`src/rtl/opb_register_simulink2ppc_snap.sv`:
```
// OPB slave that snapshots a fabric word for software, with a fresh flag,
// a saturating overrun count, a free-running capture count and a freeze control.
module opb_register_simulink2ppc_snap #(
    parameter logic [31:0] C_BASEADDR   = 32'h0108F400,
    parameter logic [31:0] C_HIGHADDR   = 32'h0108F4FF,
    parameter int          C_OPB_AWIDTH = 32,
    parameter int          C_OPB_DWIDTH = 32,
    parameter              C_FAMILY     = "virtex5"
) (
    input  logic                    OPB_Clk,
    input  logic                    OPB_Rst,
    output logic [0:C_OPB_DWIDTH-1] Sl_DBus,
    output logic                    Sl_errAck,
    output logic                    Sl_retry,
    output logic                    Sl_toutSup,
    output logic                    Sl_xferAck,
    input  logic [0:C_OPB_AWIDTH-1] OPB_ABus,
    input  logic [0:3]              OPB_BE,
    input  logic [0:C_OPB_DWIDTH-1] OPB_DBus,
    input  logic                    OPB_RNW,
    input  logic                    OPB_select,
    input  logic                    OPB_seqAddr,
    input  logic [31:0]             user_data_in,
    input  logic                    user_data_valid
);

    typedef enum logic {
        IDLE = 1'b0,
        ACK  = 1'b1
    } state_t;

    localparam bit unused_family = (C_FAMILY == "virtex5");

    // Buses re-viewed with bit 0 as LSB so offsets and flags read naturally.
    logic [C_OPB_AWIDTH-1:0] abus_s;
    logic [C_OPB_DWIDTH-1:0] wdbus_s;
    assign abus_s  = OPB_ABus;
    assign wdbus_s = OPB_DBus;

    state_t      state_q;
    logic        ack_q;
    logic [31:0] rdata_q, rdata_d;
    logic [5:0]  off_q;
    logic        rnw_q;
    logic        be3_q;
    logic [1:0]  wd_q;
    logic [31:0] data_q, data_d;
    logic        fresh_q, fresh_d;
    logic        freeze_q, freeze_d;
    logic [15:0] ovr_q, ovr_d;
    logic [31:0] cap_q, cap_d;

    logic hit_s, go_ack_s, in_ack_s, ctl_wr_s, data_rd_s, cap_s;

    assign hit_s     = OPB_select && (abus_s >= C_BASEADDR) && (abus_s <= C_HIGHADDR);
    assign go_ack_s  = (state_q == IDLE) && hit_s;
    assign in_ack_s  = (state_q == ACK);
    assign ctl_wr_s  = in_ack_s && !rnw_q && (off_q == 6'd2) && be3_q;
    assign data_rd_s = in_ack_s && rnw_q && (off_q == 6'd0);
    assign cap_s     = user_data_valid && !freeze_q;

    // Next-state of the snapshot registers, flags and counters.
    always_comb begin
        data_d   = cap_s ? user_data_in : data_q;
        cap_d    = cap_q + {31'd0, cap_s};
        freeze_d = ctl_wr_s ? wd_q[0] : freeze_q;
        if (cap_s) begin
            fresh_d = 1'b1;
        end else if (data_rd_s) begin
            fresh_d = 1'b0;
        end else begin
            fresh_d = fresh_q;
        end
        if (ctl_wr_s && wd_q[1]) begin
            ovr_d = 16'd0;
        end else if (cap_s && fresh_q && !data_rd_s && (ovr_q != 16'hFFFF)) begin
            ovr_d = ovr_q + 16'd1;
        end else begin
            ovr_d = ovr_q;
        end
    end

    // Read data is prepared from next-state values so a capture just before the ACK is seen.
    always_comb begin
        rdata_d = 32'd0;
        if (go_ack_s && OPB_RNW) begin
            case (abus_s[7:2])
                6'd0:    rdata_d = data_d;
                6'd1:    rdata_d = {ovr_d, 14'd0, freeze_d, fresh_d};
                6'd2:    rdata_d = {31'd0, freeze_d};
                6'd3:    rdata_d = cap_d;
                default: rdata_d = 32'd0;
            endcase
        end else begin
            rdata_d = 32'd0;
        end
    end

    // Slave FSM, registered bus outputs and user-side state.
    always_ff @(posedge OPB_Clk) begin
        if (OPB_Rst) begin
            state_q  <= IDLE;
            ack_q    <= 1'b0;
            rdata_q  <= 32'd0;
            off_q    <= 6'd0;
            rnw_q    <= 1'b0;
            be3_q    <= 1'b0;
            wd_q     <= 2'd0;
            data_q   <= 32'd0;
            fresh_q  <= 1'b0;
            freeze_q <= 1'b0;
            ovr_q    <= 16'd0;
            cap_q    <= 32'd0;
        end else begin
            case (state_q)
                IDLE: begin
                    if (go_ack_s) begin
                        state_q <= ACK;
                        off_q   <= abus_s[7:2];
                        rnw_q   <= OPB_RNW;
                        be3_q   <= OPB_BE[3];
                        wd_q    <= wdbus_s[1:0];
                    end else begin
                        state_q <= IDLE;
                    end
                end
                ACK:     state_q <= IDLE;
                default: state_q <= IDLE;
            endcase
            ack_q    <= go_ack_s;
            rdata_q  <= rdata_d;
            data_q   <= data_d;
            fresh_q  <= fresh_d;
            freeze_q <= freeze_d;
            ovr_q    <= ovr_d;
            cap_q    <= cap_d;
        end
    end

    assign Sl_DBus    = rdata_q;
    assign Sl_xferAck = ack_q;
    assign Sl_errAck  = 1'b0;
    assign Sl_retry   = 1'b0;
    assign Sl_toutSup = 1'b0;

    logic unused_inputs;
    assign unused_inputs = &{1'b0, OPB_seqAddr, OPB_BE[0:2], wdbus_s[C_OPB_DWIDTH-1:2],
                             abus_s[1:0], unused_family};

endmodule

```
`config.mk`:
```
export PLATFORM = sky130hd
export DESIGN_NAME = opb_register_simulink2ppc_snap
export DESIGN_NICKNAME = d
export VERILOG_FILES = /design/src/rtl/opb_register_simulink2ppc_snap.sv
export SDC_FILE = /design/constraint.sdc
export NUM_CORES = 1
export LEC_CHECK = 0
export CORE_UTILIZATION = 30
export DETAILED_ROUTE_END_ITERATION = 10
export SLEW_MARGIN = 20
export SYNTH_ARGS = -nofsm -noshare
export SYNTH_HDL_FRONTEND = slang
export SYNTH_SLANG_ARGS = --single-unit
```
`constraint.sdc`:
```
create_clock -name OPB_Clk -period 2.7 [get_ports OPB_Clk]
set_input_delay 0.27 -clock OPB_Clk [delete_from_list [all_inputs] [get_ports OPB_Clk]]
set_output_delay 0.27 -clock OPB_Clk [all_outputs]
set_load 0.05 [all_outputs]
```
==> results.yml, run 1 <==
status:
  status: "completed"
route:
  vias_after_detailed_routing: 4946
  finalWirelength_um: 15500
  route.detailed.vias_per_inst: 4.90
  drc: 0
  post_drt_wl_per_cell_um: 15.4
  antenna_left: 0
  drt-initial-drc-count: 285
  drt_first_pass_iters: 6
clocking:
  clk_transition_reported_paths_ns: 0.06
  clkLatencyLatePin_ns: 0.43
  postCtsSetupRepairBufs: 0
  clock_path_buffers: 2
  cts_resized: 0
  postCtsHoldBufs: 0
  cts_root_buffer: "clkbuf_16"
  cts-buffers-inserted: 17
  tritoncts: "yes"
  cts-htree-levels: 4
  tritoncts_num_sinks: 126
logic_synthesis:
  combinational_family_with_the_most_area_after_synthesis: "simple AND/OR/NAND/NOR gates"
  synth-edff-count: 0
  synth_simple_gate_area_share: 0.258
  post_synth_instance_area_mm2: 0.00579
  library_cell_occupying_the_most_area_in_the_post_synthesis_netlist: "dfxtp_1"
  yosys.area_share.xor_xnor: 0.0272
  yosys_warnings: 0
  synth-async-reset-ratio: 0
  syn_avg_cell_area_um2: 9.29
  leading_register_cell_type_out_of_synthesis: "dfxtp_1"
  synth_compound_gate_area_share: 0.149
  synth.area.top_cells: "dfxtp_1 (44%), mux2i_1 (8.5%), nor2_1 (5.1%), o21ba_2 (3.8%), a31oi_1 (2.4%)"
  synth_most_common_cell: "dfxtp_1"
  flip_flop_and_latch_count_after_synthesis: 126
  synth_mux_area_frac: 0.0848
  area_share_of_fa_ha_maj_cells_after_synthesis: 0.00649
  syn-instance-count: 623
  netlist.area_leader.share: 0.436
  post_synth_most_frequent_cells: "dfxtp_1 (126), nor2_1 (79), mux2i_1 (49)"
  synthDistinctLibCells: 53
  synth_sequential_area_ratio: 0.436
critical_path:
  worst_r2r_path_depth: 7
  critical_path_max_stage_delay_ns: 0.46
  crit_path_max_fanout: 8
  regToRegSetupSlack_ns: 0.44
  timing.setup.critical_path_class: "flop to flop"
  reg2reg_from: "ovr_q[0]"
  cp_data_arrival_time_ns: 2.61
  kind_of_start_point_of_the_critical_path: "flop"
  timing.critical_path.cells: "ha_1, nand4_2, nor4_2, buf_4, o21ai_0, a211o_1, a31oi_1"
  worst_setup_path_end_kind: "flop"
  slowest_library_cell_on_the_worst_path: "nor4_2"
  r2r_endpoint: "Sl_DBus[14]"
  critical_path_required_ns: 3.05
pwr:
  total_power_mw: 4.66
  share_clk_of_total_power: 0.536
  internal-power_mw: 3.63
  power_leakage_nw: 2.73
  power.combinational.fraction: 0.056
  power.share.sequential: 0.408
  switching_share: 0.222
  powerDensity_mw_per_mm2: 593
  switching_power_of_the_nets_mw: 1.03
  irDropWorstVdd_mv: 0.489
die:
  io_pins: 142
  die_y_um: 141
  die_w_um: 141
  start_util: 0.307
  cell_rows: 50
  design.core.area_mm2: 0.0188
  design.die.area_mm2: 0.0198
hold_path:
  worst_hold_path_type: "input pin to flop"
  hold-path-cell-count: 2
  holdPathEnd: "data_q[2]"
  hold_start: "OPB_Rst"
finish:
  final_core_utilization: 0.417
  finish.net_count: 845
  layout-drive-gt1-share: 0.158
  ff_latch_area_mm2: 0.00252
  design_area_mm2: 0.00786
  final_cells: 1009
  num-fill-cells: 1881
  insertedDiodeCount: 0
  area_used_by_multi_input_combinational_logic_mm2: 0.00306
  area_growth_syn_to_layout_pct: 35.8
sta:
  rsz0062_at_grt: "no"
  final.hold.worst_slack_ns: 0.351
  slew_viol_final: 0
  worstMarginPinSlew_ns: 0.627
  finalHoldViolations: 0
  final.setup.worst_slack_ns: 0.441
  post-route-period-util: 0.837
  clock-skew-final_ns: 0.00959
  timing.final.crit_period_ns: 2.26
  timing.fmax_mhz: 443
  final.setup.tns_ns: 0
  timing.slew.headroom: 0.582
  finalSetupViolCount: 0
placed_design:
  postPlaceCellArea_mm2: 0.00722
  place_ws_ns: 0.199
  gp_congestion: 0.877
  place.port_buffers: 102
  place_hpwl_um: 11000
  placed_cells_incl_taps: 977
global_route:
  grt_antenna_before_repair: 0
  grt_first_pass_wirelength_um: 25000
  grt-ovfl-total: 0
  grt_pass1_vias: 4860
  grt_use_total: 0.163
  maximum_number_of_pins_on_one_net_before_global_route_repair: 36
job:
  max-cap-violations: 0
-- how the worst max path moves through the flow --
stage | start | end | slack, ns | cells after the start
detailed placement | user_data_valid | Sl_DBus[9] | 0.20 | 11
CTS | in_ack_s | Sl_DBus[4] | 0.44 | 6
global placement | user_data_valid | Sl_DBus[5] | 0.21 | 11
floorplan | freeze_q | Sl_DBus[5] | 0.22 | 12
global route | in_ack_s | Sl_DBus[13] | 0.23 | 6
finish | ovr_q[0] | Sl_DBus[14] | 0.44 | 7
-- sequential cells by signal, indices dropped and copies added (netlist names) --
signal      count
cap_q          32
rnw_q           1
ovr_q          16
Sl_DBus        32
be3_q           1
in_ack_s        1
wd_q            2
data_q         32
fresh_q         1
off_q           6
Sl_xferAck      1
freeze_q        1
-- power groups by stage --
| stage | Combinational (mW) | Sequential (mW) | Clock (mW) |
|---|---|---|---|
| 2_1_floorplan | 0.126 | 1.94 | 0 |
| 3_3_place_gp | 0.259 | 1.94 | 0 |
| 3_5_place_dp | 0.261 | 1.94 | 0 |
| 4_1_cts | 0.262 | 1.90 | 2.55 |
| 5_1_grt | 0.283 | 1.91 | 2.63 |
| 6_report | 0.259 | 1.90 | 2.50 |
-- cells by family (layout without fill, tap and decap cells) --
family                   Yosys count  in the layout
AND/OR/NAND/NOR                  257            257
flip-flops                       126            126
AO/OA/AOI/OAI                    118            118
buffers and inverters             51            175
multiplexers                      49             49
XOR/XNOR                          18             18
adder cells (fa/ha/maj)            3              3
other                              1              3
-- cells in the final DEF (no fill, tap or decap), drive strengths merged, types with 17 or more instances in the layout --
master,count
o21ba,22
clkdlybuf4s50,101
dfxtp,126
mux2i,49
or2,17
nor2,79
nand4,17
buf,32
a31oi,22
o21ai,26
and4,17
nand3,22
clkbuf,18
nor4,22
-- metal layers --
layer	track usage	wire [µm]	up-vias
li1	-	-	2508
met1	0.199	7070	2317
met2	0.276	7400	102
met3	0.0408	793	19
met4	0.0606	247	0
met5	0	0	-
-- critical path, delay by kind of cell, from the launching register on --
| kind | cells | cell delay, ns |
|---|---|---|
| AO/OA/AOI/OAI | 3 | 0.61 |
| buffers and inverters | 1 | 0.23 |
| adder cells (fa/ha/maj) | 1 | 0.26 |
| flip-flops | 1 | 0.40 |
| AND/OR/NAND/NOR | 2 | 0.69 |
-- cell type report --
| class | instances | area share |
|---|---|---|
| sequential | 126 | 0.321 |
| timing repair buffer | 133 | 0.162 |
| inverter | 10 | 0.00477 |
| clock buffer | 18 | 0.0559 |
| tap | 260 | 0.0414 |
| multi-input combinational | 448 | 0.389 |
| clock inverter | 14 | 0.0261 |
Note: power is estimated with default switching activity, not from simulation.
==> run 2, diff against run 1 <==
==> constraint.sdc (replaced) <==
create_clock -name OPB_Clk -period 2.1 [get_ports OPB_Clk]
set_input_delay 0.21 -clock OPB_Clk [delete_from_list [all_inputs] [get_ports OPB_Clk]]
set_output_delay 0.21 -clock OPB_Clk [all_outputs]
set_load 0.05 [all_outputs]
==> run 2 against run 1 <==
Flip-flop and latch count stayed put; cell count up 7.3%; sequential power rose by 29%; clock-buffer cell count unchanged; critical path depth rose by 2; global-route usage rose by 0.35 points; total power grew 32%; design area increased by 9.8%; maximum frequency rose by 8.3%; sequential share of layout area down 2.8 points.
==> results.yml, run 2 (synthesized netlist as in run 1, its figures left out) <==
route:
  finalWirelength_um: 16200
  post_drt_wl_per_cell_um: 14.9
  antenna_left: 0
  drt-initial-drc-count: 310
  drt_first_pass_iters: 4
  route.detailed.vias_per_inst: 4.87
  vias_after_detailed_routing: 5273
  drc: 0
clocking:
  clock_path_buffers: 2
  clkLatencyLatePin_ns: 0.42
  cts-htree-levels: 4
  postCtsHoldBufs: 0
  cts-buffers-inserted: 17
  clk_transition_reported_paths_ns: 0.06
  tritoncts_num_sinks: 126
  tritoncts: "yes"
  cts_root_buffer: "clkbuf_16"
sta:
  finalHoldViolations: 0
  rsz0062_at_grt: "yes"
  final.setup.tns_ns: 0
  clock-skew-final_ns: 0.00992
  worstMarginPinSlew_ns: 0.586
  timing.slew.headroom: 0.610
  finalSetupViolCount: 0
  timing.final.crit_period_ns: 2.09
  slew_viol_final: 0
  post-route-period-util: 0.993
  final.hold.worst_slack_ns: 0.295
  timing.fmax_mhz: 479
die:
  die_w_um: 141
  die_y_um: 141
  design.core.area_mm2: 0.0188
  io_pins: 142
  design.die.area_mm2: 0.0198
  start_util: 0.307
  cell_rows: 50
finish:
  area_growth_syn_to_layout_pct: 49.1
  layout.cells.most_common_list: "dfxtp_1 (121), clkdlybuf4s50_1 (101), buf_4 (96)"
  finish.net_count: 919
  layout-drive-gt1-share: 0.261
  final_core_utilization: 0.458
  final_common_cell: "dfxtp_1"
  num-fill-cells: 1789
  insertedDiodeCount: 0
placed_design:
  place.port_buffers: 102
  place_hpwl_um: 11800
  gp_congestion: 0.852
critical_path:
  crit_path_max_fanout: 7
  critical_path_required_ns: 2.44
  critical_path_max_stage_delay_ns: 0.32
  timing.critical_path.cells: "nand2b_4, inv_4, ha_4, and2_4, nand4_2, buf_4, nor4_1, o21ai_0, a31oi_1"
  worst_setup_path_end_kind: "flop"
  slowest_library_cell_on_the_worst_path: "dfxtp_2"
  timing.setup.critical_path_class: "flop to flop"
  kind_of_start_point_of_the_critical_path: "flop"
  cp_data_arrival_time_ns: 2.42
pwr:
  power_leakage_nw: 3.16
  irDropWorstVdd_mv: 0.546
  powerDensity_mw_per_mm2: 715
global_route:
  grt_use_total: 0.167
  grt_first_pass_wirelength_um: 25900
  maximum_number_of_pins_on_one_net_before_global_route_repair: 36
  grt-ovfl-total: 0
  grt_antenna_before_repair: 0
  grt_pass1_vias: 5223
job:
  max-cap-violations: 0
hold_path:
  worst_hold_path_type: "input pin to flop"
status:
  status: "completed"
run 2: changes by cell type in the layout (fill, tap and decap cells not counted), moves of 3 or more:
cell	delta
buf_12	+4
buf_4	+67
dfxtp_1	-5
dfxtp_2	+5
ha_1	-3
o21ai_0	-3
or3_1	-3
or3_4	+3
run 2: final timing paths:
path                                 start          end  slack, ns  cells after the start
worst min-delay path               OPB_Rst        be3_q       0.30                      3
worst min register to register  data_q[14]   data_q[14]       0.48                      2
worst max register to register    freeze_q  Sl_DBus[10]       0.01                      9
worst max-delay path              freeze_q  Sl_DBus[10]       0.01                      9
run 2: timing repair:
| action | 4_1_cts | 5_1_grt |
|---|---|---|
| setup endpoints to repair | 2 | 16 |
| gates cloned | 0 | 1 |
| pin swaps | 1 | 10 |
| setup buffers | 0 | 2 |
| gates resized for setup | 1 | 21 |
run 2: power breakdown:
| group | switching [mW] | total (mW) | leakage, nW | internal [mW] |
|---|---|---|---|---|
| combinational | 0.157 | 0.370 | 1.82 | 0.214 |
| clock | 1.19 | 3.36 | 0.320 | 2.16 |
| sequential | 0.0135 | 2.45 | 1.02 | 2.43 |
run 2: area by class of cell:
class                      instances  area, µm²  area share
multi-input combinational        448       3180       0.369
clock inverter                    14        229      0.0265
tap                              260        325      0.0377
clock buffer                      18        439      0.0509
timing repair buffer             207       1880       0.218
inverter                          10       40.0     0.00464
sequential                       126       2530       0.293
run 2: metrics by stage:
stage | total power [mW] | area (µm²) | setup slack (ns) | std cells
floorplan | 2.67 | 5890 | -0.0499 | 625
global placement | 2.86 | 7860 | -0.330 | 1048
detailed placement | 2.87 | 7860 | -0.314 | 1048
CTS | 6.23 | 8520 | 0.000322 | 1080
global route | 6.37 | 8630 | -0.141 | 1083
finish | 6.17 | 8630 | 0.0138 | 1083
run 2: per-layer routing:
metal  GRT usage  vias up  wire, µm
met2       0.262      131      7190
met1       0.225     2461      7880
met5           0        -         0
met3      0.0357       18       844
met4      0.0584        0       241
li1            -     2663         -
run 2: worst max-delay path: cells and delay by family (launching register included):
family / cells / cell delay [ns]
flip-flops: 1 / 0.32
adder cells (fa/ha/maj): 1 / 0.12
AND/OR/NAND/NOR: 4 / 0.82
buffers and inverters: 2 / 0.31
AO/OA/AOI/OAI: 2 / 0.42
==> run 3, diff against run 2 <==
--- a/config.mk
+++ b/config.mk
@@ -5,6 +5,7 @@
 export SDC_FILE = /design/constraint.sdc
 export NUM_CORES = 1
 export LEC_CHECK = 0
+export CORE_MARGIN = 2
 export CORE_UTILIZATION = 30
 export DETAILED_ROUTE_END_ITERATION = 10
 export SLEW_MARGIN = 20
==> run 3 against run 2 <==
Sequential power hardly changed; via count is 3.1% lower; clock-buffer cell count is 3 higher; die area is 2.9% higher; critical path depth is 3 lower; register-to-register slack better by 0.08 ns; non-clock buffer count is 18 lower; flip-flop and latch count stayed put; largest power group unchanged; highest routed layer unchanged.
==> results.yml, run 3 (synthesized netlist as in run 1, its figures left out) <==
status:
  status: "completed"
finish:
  insertedDiodeCount: 0
  final_common_cell: "dfxtp_1"
  final_cells: 1065
  layout-drive-gt1-share: 0.231
  layout.cells.most_common_list: "dfxtp_1 (125), clkdlybuf4s50_1 (101), buf_4 (84)"
  final_core_utilization: 0.440
  finish.net_count: 901
  area_growth_syn_to_layout_pct: 43.3
critical_path:
  reg2reg_from: "ovr_q[0]"
  regToRegSetupSlack_ns: 0.1
  r2r_endpoint: "Sl_DBus[12]"
  timing.setup.critical_path_class: "flop to flop"
  timing.critical_path.cells: "ha_1, nand4_2, or4_4, and4_1, mux2i_2, a31oi_1"
  path_delay_family: "simple AND/OR/NAND/NOR gates"
  critical_path_required_ns: 2.39
  worst_setup_path_end_kind: "flop"
  slowest_library_cell_on_the_worst_path: "or4_4"
  cp_num_buf_inv: 0
  kind_of_start_point_of_the_critical_path: "flop"
  critical_path_max_stage_delay_ns: 0.58
  cp_data_arrival_time_ns: 2.29
  crit_path_max_fanout: 4
  worst_r2r_path_depth: 6
pwr:
  internal-power_mw: 4.36
  power.combinational.fraction: 0.062
  power.share.sequential: 0.434
  switching_share: 0.228
  switching_power_of_the_nets_mw: 1.29
  irDropWorstVdd_mv: 0.557
  power_leakage_nw: 2.98
  total_power_mw: 5.65
  share_clk_of_total_power: 0.504
  powerDensity_mw_per_mm2: 681
sta:
  finalSetupViolCount: 0
  timing.fmax_mhz: 499
  timing.slew.headroom: 0.601
  clock-skew-final_ns: 0.0115
  worstMarginPinSlew_ns: 0.599
  finalHoldViolations: 0
  final.hold.worst_slack_ns: 0.262
  final.setup.worst_slack_ns: 0.0979
  timing.final.crit_period_ns: 2.00
  slew_viol_final: 0
  rsz0062_at_grt: "no"
  post-route-period-util: 0.953
hold_path:
  worst_hold_path_type: "input pin to flop"
  holdPathEnd: "ovr_q[1]"
  hold_start: "OPB_Rst"
  hold-path-cell-count: 3
route:
  drt-initial-drc-count: 213
  drc: 0
  finalWirelength_um: 15600
  antenna_left: 0
  vias_after_detailed_routing: 5111
  drt_first_pass_iters: 5
  route.detailed.vias_per_inst: 4.80
  post_drt_wl_per_cell_um: 14.7
global_route:
  maximum_number_of_pins_on_one_net_before_global_route_repair: 42
  grt_first_pass_wirelength_um: 25100
  grt-ovfl-total: 0
  grt_use_total: 0.157
  grt_pass1_vias: 4968
  grt_antenna_before_repair: 0
clocking:
  cts-htree-levels: 4
  cts_resized: 0
  tritoncts_num_sinks: 126
  postCtsSetupRepairBufs: 0
  postCtsHoldBufs: 0
  clk_transition_reported_paths_ns: 0.06
  cts-buffers-inserted: 17
  cts_root_buffer: "clkbuf_16"
  clock_path_buffers: 2
  clkLatencyLatePin_ns: 0.42
  tritoncts: "yes"
placed_design:
  place.port_buffers: 102
  place_ws_ns: -0.260
  gp_congestion: 0.857
  place_hpwl_um: 11400
  placed_cells_incl_taps: 1032
die:
  io_pins: 142
  cell_rows: 50
  start_util: 0.307
  die_y_um: 143
  design.die.area_mm2: 0.0204
  die_w_um: 143
  design.core.area_mm2: 0.0188
job:
  max-cap-violations: 0
run 3: changes by cell type in the layout (fill, tap and decap cells not counted), moves of 2 or more:
cell        change
nand4_4         -2
buf_4          -12
nand4_2         +2
inv_6           -2
o21ai_0         -3
bufinv_16       -4
buf_12          -5
dfxtp_2         -4
o21ai_1         +3
clkbuf_8        +2
dfxtp_1         +4
clkinvlp_4      +3
run 3: final cells by class:
type	instances	area (µm²)
timing repair buffer	189	1680
clock inverter	11	108
clock buffer	21	470
fill	1845	10500
inverter	10	40.0
sequential	126	2520
tap	260	325
multi-input combinational	448	3140
run 3: per-layer routing:
layer | vias to the layer above | share of wire | wire [µm] | global-route usage
met3 | 12 | 0.042 | 654 | 0.0416
met4 | 0 | 0.011 | 165 | 0.0521
met1 | 2365 | 0.51 | 7960 | 0.213
met5 | - | 0 | 0 | 0
met2 | 111 | 0.44 | 6870 | 0.242
li1 | 2623 | - | - | -
run 3: worst max path at each step:
stage                               start          end  slack (ns)  depth (start not counted)
after global routing             freeze_q   Sl_DBus[5]       0.003                         10
final                            ovr_q[0]  Sl_DBus[12]         0.1                          6
after detailed placement  user_data_valid  Sl_DBus[15]       -0.26                         12
after CTS                        ovr_q[0]  Sl_DBus[10]        0.03                          8
after global placement    user_data_valid   Sl_DBus[8]       -0.25                          9
after floorplan                  freeze_q  Sl_DBus[16]       -0.05                         11
run 3: worst reg2reg max path: stages, from the launching register on:
cell and delay, ns:
dfxtp_1 0.34, ha_1 0.21, nand4_2 0.14, or4_4 0.58
and4_1 0.26, mux2i_2 0.22, a31oi_1 0.12
run 3: stage by stage:
stage / cell area (µm²) / setup TNS [ns]
floorplan: 5890 / -0.0622
global placement: 7670 / -5.43
detailed placement: 7670 / -6.29
CTS: 8250 / 0
global route: 8290 / 0
finish: 8290 / 0
run 3: power groups by stage:
stage	logic, mW	registers (mW)	clock network, mW
final	0.352	2.45	2.85
after global routing	0.383	2.45	3.02
after CTS	0.354	2.45	2.90
after detailed placement	0.352	2.50	0
after global placement	0.348	2.50	0
after floorplan	0.174	2.50	0
==> variant, RTL diff (config.mk and constraints of run 2) <==
The parameter `C_OPB_AWIDTH` goes from 32 to 64.
--- a/src/rtl/opb_register_simulink2ppc_snap.sv
+++ b/src/rtl/opb_register_simulink2ppc_snap.sv
@@ -3,7 +3,7 @@
 module opb_register_simulink2ppc_snap #(
     parameter logic [31:0] C_BASEADDR   = 32'h0108F400,
     parameter logic [31:0] C_HIGHADDR   = 32'h0108F4FF,
-    parameter int          C_OPB_AWIDTH = 32,
+    parameter int          C_OPB_AWIDTH = 64,
     parameter int          C_OPB_DWIDTH = 32,
     parameter              C_FAMILY     = "virtex5"
 ) (
Interface: changed (resized OPB_ABus); port bits go from 142 to 174. The function was not compared with the original's and may differ.
==> variant against run 2 <==
- area after synthesis down 7.5%
- total power fell by 2.8%
- die area decreased by 7.4%
- wire length about the same
- worst setup slack improved by 0.036 ns
- maximum frequency up 1.8%
- register-to-register slack improved by 0.06 ns
- synthesized cell count is 7.2% lower
- sequential share of layout area rose by 0.94 points
- final area down 3.2%
- first-iteration DRC count decreased by 8.1%
- sequential cell count unchanged
- largest power group unchanged
==> variant: results (changes against run 2) <==
* Setup WS pre-CTS: -0.575 ns (-0.262 ns)
- Post-placement cell area: 0.00752 mm2 (-4.3%)
* Worst Setup SP: OPB_ABus[7]
* Final clock skew: 0.00498 ns (-0.00495 ns)
- The total leakage power is 3.22 nW (+1.6%).
- The final instance count without filler cells came to 1025 (-5.4%).
- The sequential element share of the synthesized area was 47.1% (+3.5 points).
- Compared with the post-synthesis result, the final layout area differs by 56.0%.
- Sequential Area: 0.00253 mm2 (about the same)
- Fraction of the mapped netlist area in adder cells: 0.701% (+0.052 points)
- The commonest cells after synthesis are sky130_fd_sc_hd__dfxtp_1, sky130_fd_sc_hd__nor2_1, sky130_fd_sc_hd__mux2i_1.
- The startpoint identified for the worst register-to-register timing path is off_q[5]$_SDFFE_PP0P_.
* Met1 Resource Use GR: 22.2% (-0.26 points)
* Top achievable clock speed: 488 MHz (+1.8%)
* Detailed-route vias per instance: 4.81 (-1.2%)
- The met3 routing resource usage after global routing was 4.04% (+0.47 points).
- The largest voltage drop on the vdd net was 0.000515 V (-5.7%).
* Average footprint of a synthesized cell: 9.26 um2 (-0.25%)
- Status: finished, final reports clean
- The flop-to-flop setup slack was 0.07 ns (+0.06 ns).
- The HPWL after detailed placement is 11.9 mm (+0.62%).
* Drt total wl: 16.1 mm (about the same)
- Fraction of synthesized cell area in xor and xnor cells: 6.87% (+4.1 points)
* First drt pass iteration count: 5 (+1)
- Logic gate share of total power: 7.7% (+1.7 points)
- Crit path arrival time: 2.39 ns (-0.03 ns)
- Worst Path Max Fanout: 9 (+2)
- The delay of the slowest cell on the worst path was 0.43 ns (+0.11 ns).
* Post-CTS repair timing setup buffer count: 2 (+2)
- Transition time at the pin with the least slew margin: 0.674 ns (+0.0879 ns)
* End point of the critical path: Sl_DBus[4]$_SDFF_PP0_
- Non-clock buffers, area share: 24.2% (+2.3 points)
* Met2 track utilization from global routing: 31.5% (+5.3 points)
* Net count of the finished layout: 928 (+0.98%)
* R2r worst-path depth: 7 (-2)
- The endpoint identified for the worst register-to-register timing path is Sl_DBus[1]$_SDFF_PP0_.
- Repair and plain buffers: 218 (+5.3%)
* Pint: 4.72 mW (-1.9%)
* Overall routing resource usage: 18.7% (+2.0 points)
- Count of distinct cell types in the synthesized netlist: 51 (-3.8%)
- The worst setup path is launched from an input port.
- Count of inverters other than clock inverters in the layout: 7 (-3)
- Global-route wire length before repair: 26.4 mm (+1.9%)
- The worst-case hold slack is 0.234 ns (-0.0611 ns).
## variant: cell count changes in the layout (fill, tap and decap cells not counted), moves of 17 or more
cell                              delta
sky130_fd_sc_hd__o21ba_2            -21
sky130_fd_sc_hd__buf_4              -21
sky130_fd_sc_hd__a31oi_1            -17
sky130_fd_sc_hd__nor2_1             +41
sky130_fd_sc_hd__o21ai_0            -23
sky130_fd_sc_hd__clkdlybuf4s50_1    +34
## variant: metal layers
metal  up-vias  share of wire [%]  wire length (um)
met5         -                  0                 0
met4         0                3.5               560
met3        40                3.6               579
met2        99                 49              7910
met1      2344                 44              7090
li1       2450                  -                 -
## variant: tightest hold or removal path: stages
cell and delay (ns):
sky130_fd_sc_hd__buf_2 0.10, sky130_fd_sc_hd__buf_4 0.22, sky130_fd_sc_hd__nor2_1 0.07
